==> config.mk <==
export PLATFORM = sky130hd
export DESIGN_NAME = ltch_array_wr_ctrl_flat
export DESIGN_NICKNAME = d
export VERILOG_FILES = /design/src/rtl/ltch_array_wr_ctrl_pkg.sv /design/src/rtl/ltch_array_wr_ctrl_if.sv /design/src/rtl/ltch_array_wr_ctrl.sv /design/src/flat_wrapper.sv
export SDC_FILE = /design/constraint.sdc
export NUM_CORES = 1
export LEC_CHECK = 0
export ABC_AREA = 1
export CAP_MARGIN = 20
export CORE_ASPECT_RATIO = 0.8
export CORE_MARGIN = 3
export CORE_UTILIZATION = 35
export DETAILED_ROUTE_END_ITERATION = 6
export PLACE_DENSITY = 0.8
export SYNTH_ARGS = -nofsm -noshare
export SYNTH_HDL_FRONTEND = slang
export SYNTH_SLANG_ARGS = --single-unit
==> constraint.sdc <==
create_clock -name clk -period 2.05 [get_ports clk]
set_clock_uncertainty 0.2 [all_clocks]
set_input_delay 0.41 -clock clk [delete_from_list [all_inputs] [get_ports clk]]
set_output_delay 0.41 -clock clk [all_outputs]
set_load 0.05 [all_outputs]
==> src/rtl/ltch_array_wr_ctrl_pkg.sv <==
// ----------------------------------------------------------------------------
// Package: ltch_wr_pkg
// Purpose: Shared types for the latch-array write controller.
//          ST_W     - width of the controller state encoding
//          ltch_wr_state_e - IDLE / SETUP / EN / HOLD write sequence states
// ----------------------------------------------------------------------------
package ltch_wr_pkg;

  localparam int ST_W = 2;

  typedef enum logic [ST_W-1:0] {
    IDLE  = 2'd0,
    SETUP = 2'd1,
    EN    = 2'd2,
    HOLD  = 2'd3
  } ltch_wr_state_e;

endpackage

==> src/rtl/ltch_array_wr_ctrl_if.sv <==
// ----------------------------------------------------------------------------
// Interface: ltch_array_wr_ctrl_if
// Purpose: Write-request channel between the requester (EXU commit) and the
//          latch-array write controller.
//   wr_vld  requester -> ctrl   request valid
//   wr_addr requester -> ctrl   target entry index
//   wr_data requester -> ctrl   write data
//   wr_rdy  ctrl -> requester   controller can accept this cycle
//   wr_err  ctrl -> requester   1-cycle pulse: accepted address was out of range
// ----------------------------------------------------------------------------
interface ltch_array_wr_ctrl_if #(
  parameter int DW = 32,
  parameter int AW = 5
);

  logic          wr_vld;
  logic          wr_rdy;
  logic [AW-1:0] wr_addr;
  logic [DW-1:0] wr_data;
  logic          wr_err;

  modport master (
    output wr_vld,
    output wr_addr,
    output wr_data,
    input  wr_rdy,
    input  wr_err
  );

  modport slave (
    input  wr_vld,
    input  wr_addr,
    input  wr_data,
    output wr_rdy,
    output wr_err
  );

endinterface

==> src/rtl/ltch_array_wr_ctrl.sv <==
// ----------------------------------------------------------------------------
// Module: ltch_array_wr_ctrl
// Purpose: Write-side controller for an external latch-based storage array.
//          A request is staged in flops, then the target latch enable is
//          driven with a SETUP / EN / HOLD sequence so the shared data bus is
//          stable before, during and after the single-cycle enable pulse.
//          The in-flight write is offered as a read bypass.
// Ports:
//   clk        clock, rising edge
//   rst        asynchronous reset, active-high
//   wr_if      write request channel (slave side)
//   ltch_lden  per-entry latch enables, one-hot or zero
//   ltch_dnxt  data to the latch array, shared by all entries
//   rd_addr    read address being looked up in the array
//   byp_hit    in-flight write targets rd_addr
//   byp_data   staged write data for bypass
//   busy       write sequence in progress (state != IDLE)
// ----------------------------------------------------------------------------
module ltch_array_wr_ctrl
  import ltch_wr_pkg::*;
#(
  parameter  int DW  = 32,
  parameter  int NUM = 32,
  localparam int AW  = $clog2(NUM)
) (
  input  logic                 clk,
  input  logic                 rst,
  ltch_array_wr_ctrl_if.slave  wr_if,
  output logic [NUM-1:0]       ltch_lden,
  output logic [DW-1:0]        ltch_dnxt,
  input  logic [AW-1:0]        rd_addr,
  output logic                 byp_hit,
  output logic [DW-1:0]        byp_data,
  output logic                 busy
);

  // NUM widened by one bit so the range check also works when NUM is 2**AW.
  localparam logic [AW:0] NUM_W = (AW+1)'(NUM);

  ltch_wr_state_e state_q,    state_d;
  logic [AW-1:0]  stg_addr_q, stg_addr_d;
  logic [DW-1:0]  stg_data_q, stg_data_d;
  logic           err_q,      err_d;

  logic           wr_rdy_s;
  logic           accept_s;
  logic           addr_ok_s;
  logic [NUM-1:0] lden_s;

  // Ready only in IDLE/HOLD, and forced low while reset is held.
  always_comb begin
    if (rst) begin
      wr_rdy_s = 1'b0;
    end else begin
      wr_rdy_s = (state_q == IDLE) || (state_q == HOLD);
    end
  end

  assign accept_s     = wr_if.wr_vld & wr_rdy_s;
  assign addr_ok_s    = ({1'b0, wr_if.wr_addr} < NUM_W);
  assign wr_if.wr_rdy = wr_rdy_s;
  assign wr_if.wr_err = err_q;

  // Next-state, staging and error-pulse computation.
  always_comb begin
    state_d    = state_q;
    stg_addr_d = stg_addr_q;
    stg_data_d = stg_data_q;
    err_d      = 1'b0;

    if (accept_s) begin
      stg_addr_d = wr_if.wr_addr;
      stg_data_d = wr_if.wr_data;
      err_d      = ~addr_ok_s;
    end else begin
      stg_addr_d = stg_addr_q;
      stg_data_d = stg_data_q;
    end

    case (state_q)
      IDLE: begin
        if (accept_s && addr_ok_s) begin
          state_d = SETUP;
        end else begin
          state_d = IDLE;
        end
      end
      SETUP: state_d = EN;
      EN:    state_d = HOLD;
      HOLD: begin
        // A bad-address accept in HOLD ends the sequence just like no request.
        if (accept_s && addr_ok_s) begin
          state_d = SETUP;
        end else begin
          state_d = IDLE;
        end
      end
      default: state_d = IDLE;
    endcase
  end

  // All controller flops.
  always_ff @(posedge clk or posedge rst) begin
    if (rst) begin
      state_q    <= IDLE;
      stg_addr_q <= '0;
      stg_data_q <= '0;
      err_q      <= 1'b0;
    end else begin
      state_q    <= state_d;
      stg_addr_q <= stg_addr_d;
      stg_data_q <= stg_data_d;
      err_q      <= err_d;
    end
  end

  // Enable decode from registered state and address only, so no request-side
  // input can glitch an enable. Out-of-range addresses never reach EN.
  always_comb begin
    lden_s = '0;
    for (int i = 0; i < NUM; i++) begin
      if ((state_q == EN) && (stg_addr_q == AW'(i))) begin
        lden_s[i] = 1'b1;
      end else begin
        lden_s[i] = 1'b0;
      end
    end
  end

  // Reset kills the enables immediately, abandoning a write caught mid-EN.
  always_comb begin
    if (rst) begin
      ltch_lden = '0;
    end else begin
      ltch_lden = lden_s;
    end
  end

  assign ltch_dnxt = stg_data_q;
  assign byp_data  = stg_data_q;
  assign busy      = (state_q != IDLE);
  assign byp_hit   = busy && (rd_addr == stg_addr_q);

endmodule
==> src/flat_wrapper.sv <==
// flat-port wrapper written by rule: the top's interface ports become plain ports
module ltch_array_wr_ctrl_flat import ltch_wr_pkg::*;
#(
  parameter  int DW  = 32,
  parameter  int NUM = 32,
  localparam int AW  = $clog2(NUM)
)
  (clk, rst, ltch_lden, ltch_dnxt, rd_addr, byp_hit, byp_data, busy, wr_if_wr_vld, wr_if_wr_addr, wr_if_wr_data, wr_if_wr_rdy, wr_if_wr_err);
  ltch_array_wr_ctrl_if #(.DW(DW)) wr_if_i ();
  input  logic clk;
  input  logic rst;
  output logic [NUM-1:0] ltch_lden;
  output logic [DW-1:0] ltch_dnxt;
  input  logic [AW-1:0] rd_addr;
  output logic byp_hit;
  output logic [DW-1:0] byp_data;
  output logic busy;
  input wire logic [$bits(wr_if_i.wr_vld)-1:0] wr_if_wr_vld;
  input wire logic [$bits(wr_if_i.wr_addr)-1:0] wr_if_wr_addr;
  input wire logic [$bits(wr_if_i.wr_data)-1:0] wr_if_wr_data;
  output wire logic [$bits(wr_if_i.wr_rdy)-1:0] wr_if_wr_rdy;
  output wire logic [$bits(wr_if_i.wr_err)-1:0] wr_if_wr_err;
  assign wr_if_i.wr_vld = wr_if_wr_vld;
  assign wr_if_i.wr_addr = wr_if_wr_addr;
  assign wr_if_i.wr_data = wr_if_wr_data;
  assign wr_if_wr_rdy = wr_if_i.wr_rdy;
  assign wr_if_wr_err = wr_if_i.wr_err;
  ltch_array_wr_ctrl #(.DW(DW), .NUM(NUM)) u_core (.clk(clk), .rst(rst), .wr_if(wr_if_i), .ltch_lden(ltch_lden), .ltch_dnxt(ltch_dnxt), .rd_addr(rd_addr), .byp_hit(byp_hit), .byp_data(byp_data), .busy(busy));
endmodule
==> results.txt, run 1 <==
* Multiplexer area fraction after synthesis: 0%
* XOR/XNOR Fraction of Synth Area: 0%
- The detailed router placed 2359 vias in this run.
* Status: complete, but fails checks
* Clock transition at the registers of the reported paths: 80 ps
- Post-synthesis to final-layout area growth: 95.8%
- Leftover overflow at the end of global routing: 0
- TritonCTS clock tree: done
* Non-filler cells in the finished layout: 495
- Die X: 94.3 µm
- The worst setup path is of the reg -> out kind.
* Static leakage: 1.99 nW
- After detailed routing, the number of vias per cell comes to 4.77.
- By instance count, the cell type seen most on the critical path is sky130_fd_sc_hd__nor2_4.
* Number of warning messages in the yosys log: 0
* Largest incremental delay on the critical path: 450 ps
- For this run, design rule violations remaining after detail routing come to 0.
- The synthesized netlist occupies a cell area of 2180 µm².
- For the worst setup path, the data arrival time is 1580 ps.
* Routed wire length: 8.00 mm
- In this run the tool buffered the top-level ports with 143 buffer cells.
* Maximum Capacitance Violations: 0
* Longest Clk Path Bufs: 2
* Kind of path behind the tightest hold check: in -> async
- The initial antenna violation count came to 0.
* Starting density of the core: 36.5%
* Sinks on Clock Net: 39
- In this run the power spent charging and discharging nets is 4.23 mW.
- Post-layout minimum cycle time: 2190 ps
- Final number of setup-violating endpoints: 33
- The H-tree generated during clock tree synthesis spans 2 levels.
- The critical path contains buffers and inverters numbering 2 combined.
- Share of synthesized cell area in full adder, half adder and majority cells: 1.72%
- Failing checks: setup timing
* Cells along the critical path: inv_2 -> nor2_4 -> nand2_1 -> nor2_4 -> buf_12
- Post-synth top area share: 44.8%
* Post-DP HPWL: 5.67 mm
- Routability-driven placement congestion ratio: 0.876
- Num rows: 25
- The number of different library cells used by synthesis comes to 17.
- Cell at the root of the clock tree: sky130_fd_sc_hd__clkbuf_8
* Cells after DPL: 480
* Hold Worst Slack: 297 ps
- In this run, CTS created clock tree buffers numbering 5.
- The detail route stage leaves a number of antenna-violating nets equal to 0.
- Kind of capture point of the worst setup path: output pin
* Simple-gate share of the synthesized area: 33.8%
* Final number of max-transition violations: 0
* Internal: 2.99 mW
- Mean post-synth cell area: 7.52 µm²
- Switching power share of the total: 58.5%
- After clock tree synthesis, the flow added hold-fix buffers numbering 0.
- Setup repair after global routing could not meet its margin everywhere.
* Placeable core region: 5970 µm²
- In the final routed layout, each cell accounts on average for 16.2 µm.
- Post-synthesis cell count: 290
- Main combinational cell family by area after synthesis: simple AND/OR/NAND/NOR gates
* Max VDD drop: 0.00129 V
- Overall die height: 76.6 µm
- Critical path peak fanout: 4
* Proportion of synthesized chip area in sequential cells: 44.8%
* Die area: 7220 µm²
- The cell family contributing the most delay on the critical path is simple AND/OR/NAND/NOR gates.
- Total track usage: 22.4%
- The clock network is responsible for 7.7% of the overall power.
- The first global-routing pass estimated 12.6 mm of wire.
- During I/O placement, the number of pins put on the boundary was 145.
- The first routing iteration left 112 violations.
* Later-pin clock latency in the skew report: 290 ps
- Prior to clock tree synthesis, the placed netlist has a worst setup slack of -235 ps.
* Final-report hold violation count: 0
- Final layout net count: 461
- Crit path launch type: flip-flop
* Fill cells: 420
- Total inserted antenna cells: 0
- Across all setup checks in the final design, the least slack found is -142 ps.
- Share of layout cells above drive strength 1: 47.1%
* Dominant cells by area after synthesis: sky130_fd_sc_hd__dfrtp_1 (45%), sky130_fd_sc_hd__nand2_1 (16%), sky130_fd_sc_hd__buf_4 (12%)
- Req. time, crit path: 1440 ps
* Part of the cycle the worst path needs: 107%
* Via count of the first global-routing pass: 2425
- Entering global routing, the biggest net connects 40 pins.
* Synthesized-area fraction occupied by ao, oa, aoi and oai cells: 2.07%
* Relative contribution of sequential cells to total power: 20.8%
- Total power after layout: 7.22 mW
* Pwr per Cell Area: 1690 nW/µm²
- Critical-path top delay cell: sky130_fd_sc_hd__dfrtp_2
- Per report_power, the combinational group accounts for 71.5% of the total.
- TNS Setup: -2470 ps
- Of all cell types, the one taking the most synthesized area is sky130_fd_sc_hd__dfrtp_1.
- The first TritonRoute pass finished after 4 iterations.
* Syn nets: 338
- Maximum clock rate: 456 MHz
- After synthesis the netlist holds a flip-flop and latch count of 39.
## metal layers
metal  GRT usage [%]  share of wire (%)  vias to the layer above  wire, µm
met3            6.22                6.6                       28       525
met2            36.9                 52                      105      4160
met4            11.5                4.4                        0       354
met1            26.3                 37                     1116      2960
li1                -                  -                     1110         -
met5               0                  0                        -         0
## Yosys cell counts, drive strengths merged
master	count
ha	3
dfrtp	39
nand3	34
conb	1
nand4	1
buf	46
nor2	48
a21oi	6
nand2	96
inv	16
## final timing paths
path | start | cells past startpoint | slack [ps] | end
max in group asynchronous | rst | 3 | 970 | u_core.stg_addr_q[3]
hold reg to reg | u_core.byp_data[7] | 2 | 300 | u_core.byp_data[7]
setup / recovery | u_core.stg_addr_q[0] | 5 | -140 | ltch_lden[29]
hold / removal | rst | 3 | 300 | u_core.byp_data[13]
min in group clk | u_core.byp_data[7] | 2 | 300 | u_core.byp_data[7]
setup reg to reg | u_core.state_q[1] | 8 | 270 | u_core.stg_addr_q[3]
## worst min-delay path: stages
cell	delay (ps)
sky130_fd_sc_hd__dlygate4sd2_1	300
sky130_fd_sc_hd__inv_6	100
sky130_fd_sc_hd__buf_4	430
## stage by stage
stage          area (µm²)  utilization [%]
2_1_floorplan        2290                -
3_3_place_gp         3820             64.0
3_5_place_dp         3820             64.0
4_1_cts              4160             69.6
5_1_grt              4270             71.5
6_report             4270             71.5
## cell type report
type,count,area (µm²),share of cell area (%)
clock buffers,6,82.6,1.93
clock inverters,2,13.8,0.322
inverters,16,65.1,1.52
multi-input cells,189,1180,27.5
flip-flops and latches,39,981,23.0
well taps,81,101,2.37
repair buffers,162,1850,43.3
## cells in the final DEF, fill, tap and decap left out
master / netlist / final
sky130_fd_sc_hd__inv_1: 15 / 9
sky130_fd_sc_hd__inv_2: 1 / 6
sky130_fd_sc_hd__ha_4: 0 / 1
sky130_fd_sc_hd__buf_4: 34 / 75
sky130_fd_sc_hd__nand3_1: 32 / 32
sky130_fd_sc_hd__clkdlybuf4s50_1: 0 / 41
sky130_fd_sc_hd__clkbuf_8: 0 / 6
sky130_fd_sc_hd__buf_6: 1 / 2
sky130_fd_sc_hd__nor2_4: 1 / 39
sky130_fd_sc_hd__buf_12: 0 / 40
sky130_fd_sc_hd__ha_1: 3 / 1
sky130_fd_sc_hd__dfrtp_2: 0 / 4
sky130_fd_sc_hd__buf_16: 0 / 1
sky130_fd_sc_hd__conb_1: 1 / 1
sky130_fd_sc_hd__dfrtp_1: 39 / 35
sky130_fd_sc_hd__nand2_4: 0 / 4
sky130_fd_sc_hd__a21oi_2: 4 / 4
sky130_fd_sc_hd__inv_6: 0 / 2
sky130_fd_sc_hd__a21oi_1: 2 / 2
sky130_fd_sc_hd__nand2_1: 95 / 87
sky130_fd_sc_hd__nand3_4: 0 / 1
sky130_fd_sc_hd__clkinv_2: 0 / 1
sky130_fd_sc_hd__nand4_1: 1 / 1
sky130_fd_sc_hd__dlygate4sd2_1: 0 / 3
sky130_fd_sc_hd__nand3_2: 2 / 1
sky130_fd_sc_hd__nor2_2: 0 / 2
sky130_fd_sc_hd__nor2_1: 47 / 7
sky130_fd_sc_hd__ha_2: 0 / 1
sky130_fd_sc_hd__nand2_2: 1 / 5
## state kept, by name (all words and copies together), names as in the netlist
| signal | flops |
|---|---|
| u_core.stg_addr_q | 5 |
| u_core.byp_data | 32 |
| u_core.state_q | 2 |
## power by group through the flow
| stage | Clock (mW) | Sequential (mW) | Combinational, mW |
|---|---|---|---|
| 4_1_cts | 0.564 | 1.46 | 4.98 |
| 6_report | 0.556 | 1.50 | 5.17 |
| 5_1_grt | 0.612 | 1.57 | 5.41 |
| 3_3_place_gp | 0 | 1.43 | 4.65 |
| 3_5_place_dp | 0 | 1.45 | 4.74 |
| 2_1_floorplan | 0 | 2.40 | 2.56 |
## repair_timing
item	4_1_cts	5_1_grt
setup buffers	3	3
cloned	1	0
resized for setup	55	26
pin swaps	11	5
setup endpoints to repair	33	34
## cells by family (layout without fill, tap and decap cells)
family | count (synthesis) | in the layout
and+or+nand+nor | 179 | 179
adders and majority gates | 3 | 3
DFF | 39 | 39
AOI/OAI and AO/OA | 6 | 6
other | 1 | 1
buffers and inverters | 62 | 186
(Power assumes the default switching activity.)
==> run 2, diff against run 1 <==
- REMOVE_ABC_BUFFERS: unset -> 1
==> run 2 against run 1 <==
  * The run still ends with setup timing left
  * First-iteration DRC count is 17% lower
  * Clock power decreased by 14%
  * Design area decreased by 1.2%
  * Critical endpoint is now ltch_lden[30]
  * Largest power group unchanged
==> results.txt, run 2 (same netlist as run 1, synthesis figures left out) <==
- The hold-fix buffer count after cts was 0 (unchanged).
- The first-pass GRT wire length came to 12.5 mm (-0.93%).
* Total track usage: 21.9% (-0.45 points)
- Number of antenna violations at the first check in global routing: 0 (unchanged)
* Starting density of the core: 36.5% (unchanged)
- TritonCTS built the clock tree.
- The least setup slack across all paths after layout is -113 ps (+28.5 ps).
- The largest net degree at the start of global routing came to 26 (-35%).
- H-tree depth: 2 (unchanged)
- The worst register-to-register path begins at u_core.state_q[0].
* R2R depth: 7 (-1)
- The die span in y came to 76.6 µm (unchanged).
- Mean number of vias per cell: 4.70 (-1.4%)
- Post-DP HPWL: 5.22 mm (-7.8%)
- Type of the worst setup path: reg -> out
- The number of nets in the layout was 462 (+0.22%).
- Pwr per Cell Area: 1670 nW/µm² (-1.1%)
* Maximum clock rate: 462 MHz (+1.3%)
- The total count of max-transition violations in the final report is 0 (unchanged).
* Static leakage: 1.94 nW (-2.4%)
- The detailed-route wire length was 7.89 mm (-1.4%).
- Placeable core region: 5970 µm² (unchanged)
- Num rows: 25 (unchanged)
- The horizontal die dimension is 94.3 µm (unchanged).
- DR DRC count: 0 (unchanged)
- Longest Clk Path Bufs: 2 (unchanged)
- The checks that failed: setup timing.
- Number of detailed-routing iterations run before antenna repair: 5 (+1)
* Inserted Clock Buffers: 5 (unchanged)
* Part of the cycle the worst path needs: 106% (-1.4 points)
- Setup slack, reg-to-reg: 150 ps (-120 ps)
- Maximum Capacitance Violations: 0 (unchanged)
- Most frequent standard cell in the layout excluding fill and tap cells: sky130_fd_sc_hd__nand2_1
- Share of layout cells above drive strength 1: 45.8% (-1.3 points)
- Critical path peak fanout: 8 (+4)
- The flip-flop count of the largest register, all copies and words added came to 32 (unchanged).
- Req. time, crit path: 1440 ps (about the same)
- Endpoint of the most critical register-to-register path: u_core.state_q[0]
- Via count of the first global-routing pass: 2440 (+0.62%)
- Max VDD drop: 0.00150 V (+16%)
- The worst-skew pair later-pin latency was 280 ps (about the same).
- The wire length per cell is 15.9 µm (-1.4%).
- The flow ran to the end, but the final reports show violations.
- The worst hold margin is 178 ps (-118 ps).
- Number of port buffers: 143 (unchanged)
- The tree is rooted in a sky130_fd_sc_hd__clkbuf_8.
* Iteration-0 DRC Markers: 93 (-17%)
* Leftover overflow at the end of global routing: 0 (unchanged)
- Relative to the synthesized area, the layout overhead comes to 93.4%.
- Setup repair after global routing could not meet its margin everywhere.
- Leaving out fill and tap cells, the most frequent cells in the layout are sky130_fd_sc_hd__nand2_1 (88), sky130_fd_sc_hd__buf_4 (79), sky130_fd_sc_hd__clkdlybuf4s50_1 (41).
* Data arrival, critical path: 1550 ps (-30 ps)
- Final number of setup-violating endpoints: 33 (unchanged)
* Count of vias placed by the detailed router: 2325 (-1.4%)
* Kind of capture point of the worst setup path: output pin
- Num ports: 145 (unchanged)
- The worst setup path is launched from a flip-flop.
* Clock transition at the registers of the reported paths: 80 ps (about the same)
- The full die area came to 7220 µm² (unchanged).
* Final-report hold violation count: 0 (unchanged)
- The clock sink total came to 39 (unchanged).
- Kind of path behind the tightest hold check: in -> async
- Post-layout minimum cycle time: 2160 ps (-28.5 ps)
- Pre-CTS setup slack: -172 ps (+63.0 ps)
- Total power after layout: 7.05 mW (-2.3%)
- Detail Route Antenna Nets: 0 (unchanged)
* Routability-driven placement congestion ratio: 0.743 (-15%)
-- run 2: changes by cell type in the layout (fill, tap and decap cells not counted), moves of 2 or more --
cell | before | now
sky130_fd_sc_hd__inv_2 | 6 | 3
sky130_fd_sc_hd__nand2_2 | 5 | 8
sky130_fd_sc_hd__nand2_4 | 4 | 0
sky130_fd_sc_hd__buf_4 | 75 | 79
sky130_fd_sc_hd__nor2_2 | 2 | 4
sky130_fd_sc_hd__nor2_4 | 39 | 37
sky130_fd_sc_hd__inv_6 | 2 | 0
sky130_fd_sc_hd__inv_1 | 9 | 13
sky130_fd_sc_hd__buf_12 | 40 | 38
sky130_fd_sc_hd__buf_6 | 2 | 0
-- run 2: per-layer routing --
metal,wire length (µm),track usage (%)
met5,0,0
met4,205,8.66
met3,641,5.43
met2,4050,38.2
met1,2990,25.5
-- run 2: worst max path at each step --
| stage | start | end | slack (ps) | cells after the start |
|---|---|---|---|---|
| 2_1_floorplan | rst | ltch_lden[16] | -580 | 3 |
| 3_3_place_gp | rd_addr[3] | byp_hit | -150 | 8 |
| 3_5_place_dp | rd_addr[3] | byp_hit | -170 | 8 |
| 4_1_cts | u_core.state_q[0] | byp_hit | -60 | 8 |
| 5_1_grt | u_core.state_q[0] | ltch_lden[9] | -160 | 6 |
| 6_report | u_core.state_q[0] | ltch_lden[30] | -110 | 6 |
-- run 2: what timing repair did --
item / in CTS / in global routing
endpoints found under the setup margin: 34 / 34
cloned: 2 / 0
pin swaps: 36 / 6
buffers inserted: 5 / 1
resized for setup: 92 / 7
-- run 2: final cells by class --
class / instances / area, µm²
flip-flops and latches: 39 / 981
inverters: 16 / 60.1
well taps: 81 / 101
diodes: 1 / 2.50
clock buffers: 5 / 68.8
clock inverters: 1 / 7.51
fillers: 433 / 1760
multi-input cells: 189 / 1150
repair buffers: 163 / 1850
-- run 2: stage by stage --
stage               util (%)  area (µm²)  setup TNS [ps]  std cells
floorplan                  -        1860          -33880        244
global placement        62.1        3710           -3320        480
detailed placement      62.1        3710           -4150        480
CTS                     70.1        4190           -1360        493
global route            70.6        4220           -4720        494
finish                  70.6        4220           -2810        495
-- run 2: worst max-delay path, stage by stage, from the launching register on --
cell                      delay, ps
sky130_fd_sc_hd__dfrtp_1        400
sky130_fd_sc_hd__inv_2          100
sky130_fd_sc_hd__ha_4           180
sky130_fd_sc_hd__nand3_4        110
sky130_fd_sc_hd__buf_16         180
sky130_fd_sc_hd__nor2_4         130
sky130_fd_sc_hd__buf_12         150
-- run 2: report_power, final --
group          switching, mW  total, mW  internal [mW]
Combinational           3.55       5.09           1.53
Sequential             0.356       1.49           1.14
Clock                  0.250      0.476          0.226
==> run 3, diff against run 2 <==
--- a/config.mk
+++ b/config.mk
@@ -15,2 +15,3 @@
 export REMOVE_ABC_BUFFERS = 1
+export SKIP_LAST_GASP = 1
 export SYNTH_ARGS = -nofsm -noshare
==> constraint.sdc (replaced) <==
create_clock -name clk -period 2.05 [get_ports clk]
set_clock_uncertainty 0.2 [all_clocks]
set_input_delay 0.3075 -clock clk [delete_from_list [all_inputs] [get_ports clk]]
set_output_delay 0.3075 -clock clk [all_outputs]
set_load 0.05 [all_outputs]
==> run 3 against run 2 <==
  * The run still ends with setup timing left
  * Non-clock buffer count decreased by 1
  * Critical path depth unchanged
  * Die area unchanged
  * Global-route usage decreased by 1.4 points
  * First-iteration DRC count increased by 8.6%
  * Critical endpoint is now ltch_lden[4]
  * Sequential cell count unchanged
  * Maximum frequency increased by 5.3%
  * Largest power group unchanged
  * Sequential power about the same
  * Sequential share of layout area decreased by 0.81 points
==> results.txt, run 3 (same netlist as run 1, synthesis figures left out) <==
- In this run the worst hold path is classified as reg -> reg.
- Crit path launch type: flip-flop
* Sinks on Clock Net: 39 (unchanged)
* Largest incremental delay on the critical path: 410 ps (about the same)
- Count of vias placed by the detailed router: 2350 (+1.1%)
* H-tree depth: 2 (unchanged)
- The largest net degree at the start of global routing is 26 (unchanged).
- Routability-driven placement congestion ratio: 0.820 (+10%)
- Among the stages of the critical path, the cell type that occurs most often is sky130_fd_sc_hd__buf_12.
- Starting density of the core: 36.5% (unchanged)
- Met2 routing resource usage after global routing: 35.6% (-2.5 points)
- Endpoint of the worst setup timing path: ltch_lden[4]
- The slowest stage of the critical path is the sky130_fd_sc_hd__dfrtp_1 cell.
* Crit Reg-Reg Startpoint: u_core.state_q[0]
* TritonCTS clock tree: done
* Mean number of vias per cell: 4.75 (+1.1%)
- Highest-count cells in the layout ignoring fill and taps: sky130_fd_sc_hd__nand2_1 (93), sky130_fd_sc_hd__clkdlybuf4s50_1 (90), sky130_fd_sc_hd__buf_12 (38)
- Iteration-0 DRC Markers: 101 (+8.6%)
* Num ports: 145 (unchanged)
- The count of buffer and inverter cells on the critical path was 3 (unchanged).
* Req. time, crit path: 1540 ps (+100 ps)
- Total inserted antenna cells: 0 (-1)
- R2R depth: 8 (+1)
- Placeable core region: 5970 µm² (unchanged)
- Part of the cycle the worst path needs: 100% (-5.3 points)
- Post-CTS Hold Buffers: 0 (unchanged)
- The number of global-route vias before repair is 2479 (+1.6%).
- Cell at the root of the clock tree: sky130_fd_sc_hd__clkbuf_8
- Tracing the worst setup path back leads to its startpoint at u_core.state_q[0].
- Number of detailed-routing iterations run before antenna repair: 6 (+1)
- The clock transition at the registers of the reported paths came to 80 ps (about the same).
* Critical path peak fanout: 16 (+8)
- Placed inst area: 3800 µm² (+2.6%)
* Cells along the critical path: inv_2 -> ha_4 -> nand3_4 -> buf_12 -> nor2_4 -> buf_12
- The shortest clock period the worst path allows after layout came to 2050 ps (-109 ps).
- DR DRC count: 0 (unchanged)
* Global-route wire length before repair: 12.0 mm (-4.0%)
- WL/cell: 16.1 µm (+0.90%)
- The full die area was 7220 µm² (unchanged).
- The maximum clock path buffer count was 2 (unchanged).
* Least-Margin Pin Slew: 530 ps
- Final layout net count: 461 (-0.22%)
- Total track usage: 20.5% (-1.4 points)
- Leaving out fill and tap cells, the most frequent cell in the layout is sky130_fd_sc_hd__nand2_1.
- The total count of hold-check failures in the final report came to 0 (unchanged).
- Data arrival, critical path: 1550 ps (about the same)
- Cells after DPL: 478 (-0.42%)
- The initial antenna violation count came to 0 (unchanged).
- The worst-case register-to-register setup slack was 150 ps (about the same).
* Static leakage: 1.98 nW (+1.7%)
- The number of nets with antenna violations after routing came to 0 (unchanged).
* Final number of max-transition violations: 0 (unchanged)
- The worst-skew pair later-pin latency is 280 ps (about the same).
- The largest vdd supply drop was 0.00137 V (-8.9%).
* Pre-CTS setup slack: -59.2 ps (+113 ps)
- The highest attainable clock frequency was 487 MHz (+5.3%).
- Global routing met3 resource utilization: 5.82% (+0.39 points)
* Die X: 94.3 µm (unchanged)
- The non-filler instance count after layout came to 495 (unchanged).
- The layer flagged by global routing as most heavily used is met2.
* Maximum Capacitance Violations: 0 (unchanged)
- The run finished, with violations left.
- Inserted Clock Buffers: 5 (unchanged)
- Final number of setup-violating endpoints: 2 (-94%)
- Num rows: 25 (unchanged)
* Kind of capture point of the worst setup path: output pin
- The number of buffers added on ports came to 143 (unchanged).
- Failing checks: setup timing
* Summed area of non-filler cells in the final layout: 4360 µm² (+3.5%)
- The worst hold margin was 302 ps (+124 ps).
- The global routing met1 resource utilization is 24.6% (-0.95 points).
* Max FFs per register: 32 (unchanged)
- In this design, the largest share of critical-path delay is due to buffers and inverters.
- Setup repair after global routing could not meet its margin everywhere.
- Critical path depth: 6 (unchanged)
- The critical path in this run is classified as reg -> out.
* Share of layout cells above drive strength 1: 31.2% (-15 points)
- The sum of negative setup slack is -5.39 ps (+2800 ps).
- The detailed-route wire length was 7.96 mm (+0.90%).
- Headroom to the max-slew limit came out at 64.6%.
- Leftover overflow at the end of global routing: 0 (unchanged)
* Endpoint of the most critical register-to-register path: u_core.stg_addr_q[4]
* Final worst setup slack: -4.47 ps (+109 ps)
- Pwr per Cell Area: 1680 nW/µm² (+0.47%)
* Post-DP HPWL: 5.36 mm (+2.5%)
* Overall die height: 76.6 µm (unchanged)
* Post-synthesis to final-layout area growth: 100%
-- run 3: tightest hold or removal path, stage by stage (launching register included) --
cell and delay (ps):
sky130_fd_sc_hd__dfrtp_1 370, sky130_fd_sc_hd__nand2_1 60, sky130_fd_sc_hd__nand2_1 50
-- run 3: area by class of cell --
type                            count  area [µm²]
Tap cell                           81         101
Inverter                           16        60.1
Clock inverter                      2        35.0
Clock buffer                        6        82.6
Sequential cell                    39         980
Fill cell                         413        1610
Timing Repair Buffer              162        1970
Multi-Input combinational cell    189        1130
-- run 3: worst min-delay path by stage --
stage | end | cells after the start | slack [ps] | start
5_1_grt | u_core.byp_data[8] | 2 | 340 | u_core.byp_data[8]
2_1_floorplan | u_core.byp_data[0] | 1 | 100 | rst
4_1_cts | u_core.byp_data[12] | 3 | 290 | rst
3_5_place_dp | u_core.byp_data[8] | 2 | 290 | u_core.byp_data[8]
6_report | u_core.byp_data[31] | 2 | 300 | u_core.byp_data[31]
3_3_place_gp | u_core.byp_data[31] | 2 | 280 | u_core.byp_data[31]
-- run 3: through the flow --
| step | util [%] | power [mW] |
|---|---|---|
| 2_1_floorplan | - | 4.38 |
| 3_3_place_gp | 63.7 | 6.11 |
| 3_5_place_dp | 63.7 | 6.20 |
| 4_1_cts | 69.0 | 7.10 |
| 5_1_grt | 73.0 | 7.69 |
| 6_report | 73.0 | 7.33 |
-- run 3: timing repair --
| action | 4_1_cts | 5_1_grt |
|---|---|---|
| setup endpoints to repair | 34 | 43 |
| pin swaps | 3 | 18 |
| buffers inserted | 7 | 1 |
| gates resized for setup | 42 | 52 |
| gates cloned | 0 | 1 |
-- run 3: routing by layer --
layer / share of wire [%] / wire length (µm)
met5: 0 / 0
met1: 38 / 3040
met2: 53 / 4230
met4: 1.1 / 89
met3: 7.5 / 600
-- run 3: report_power, final --
| group | total [mW] | switching [mW] | internal [mW] |
|---|---|---|---|
| Combinational | 5.21 | 3.52 | 1.68 |
| Sequential | 1.47 | 0.340 | 1.13 |
| Clock | 0.653 | 0.259 | 0.394 |
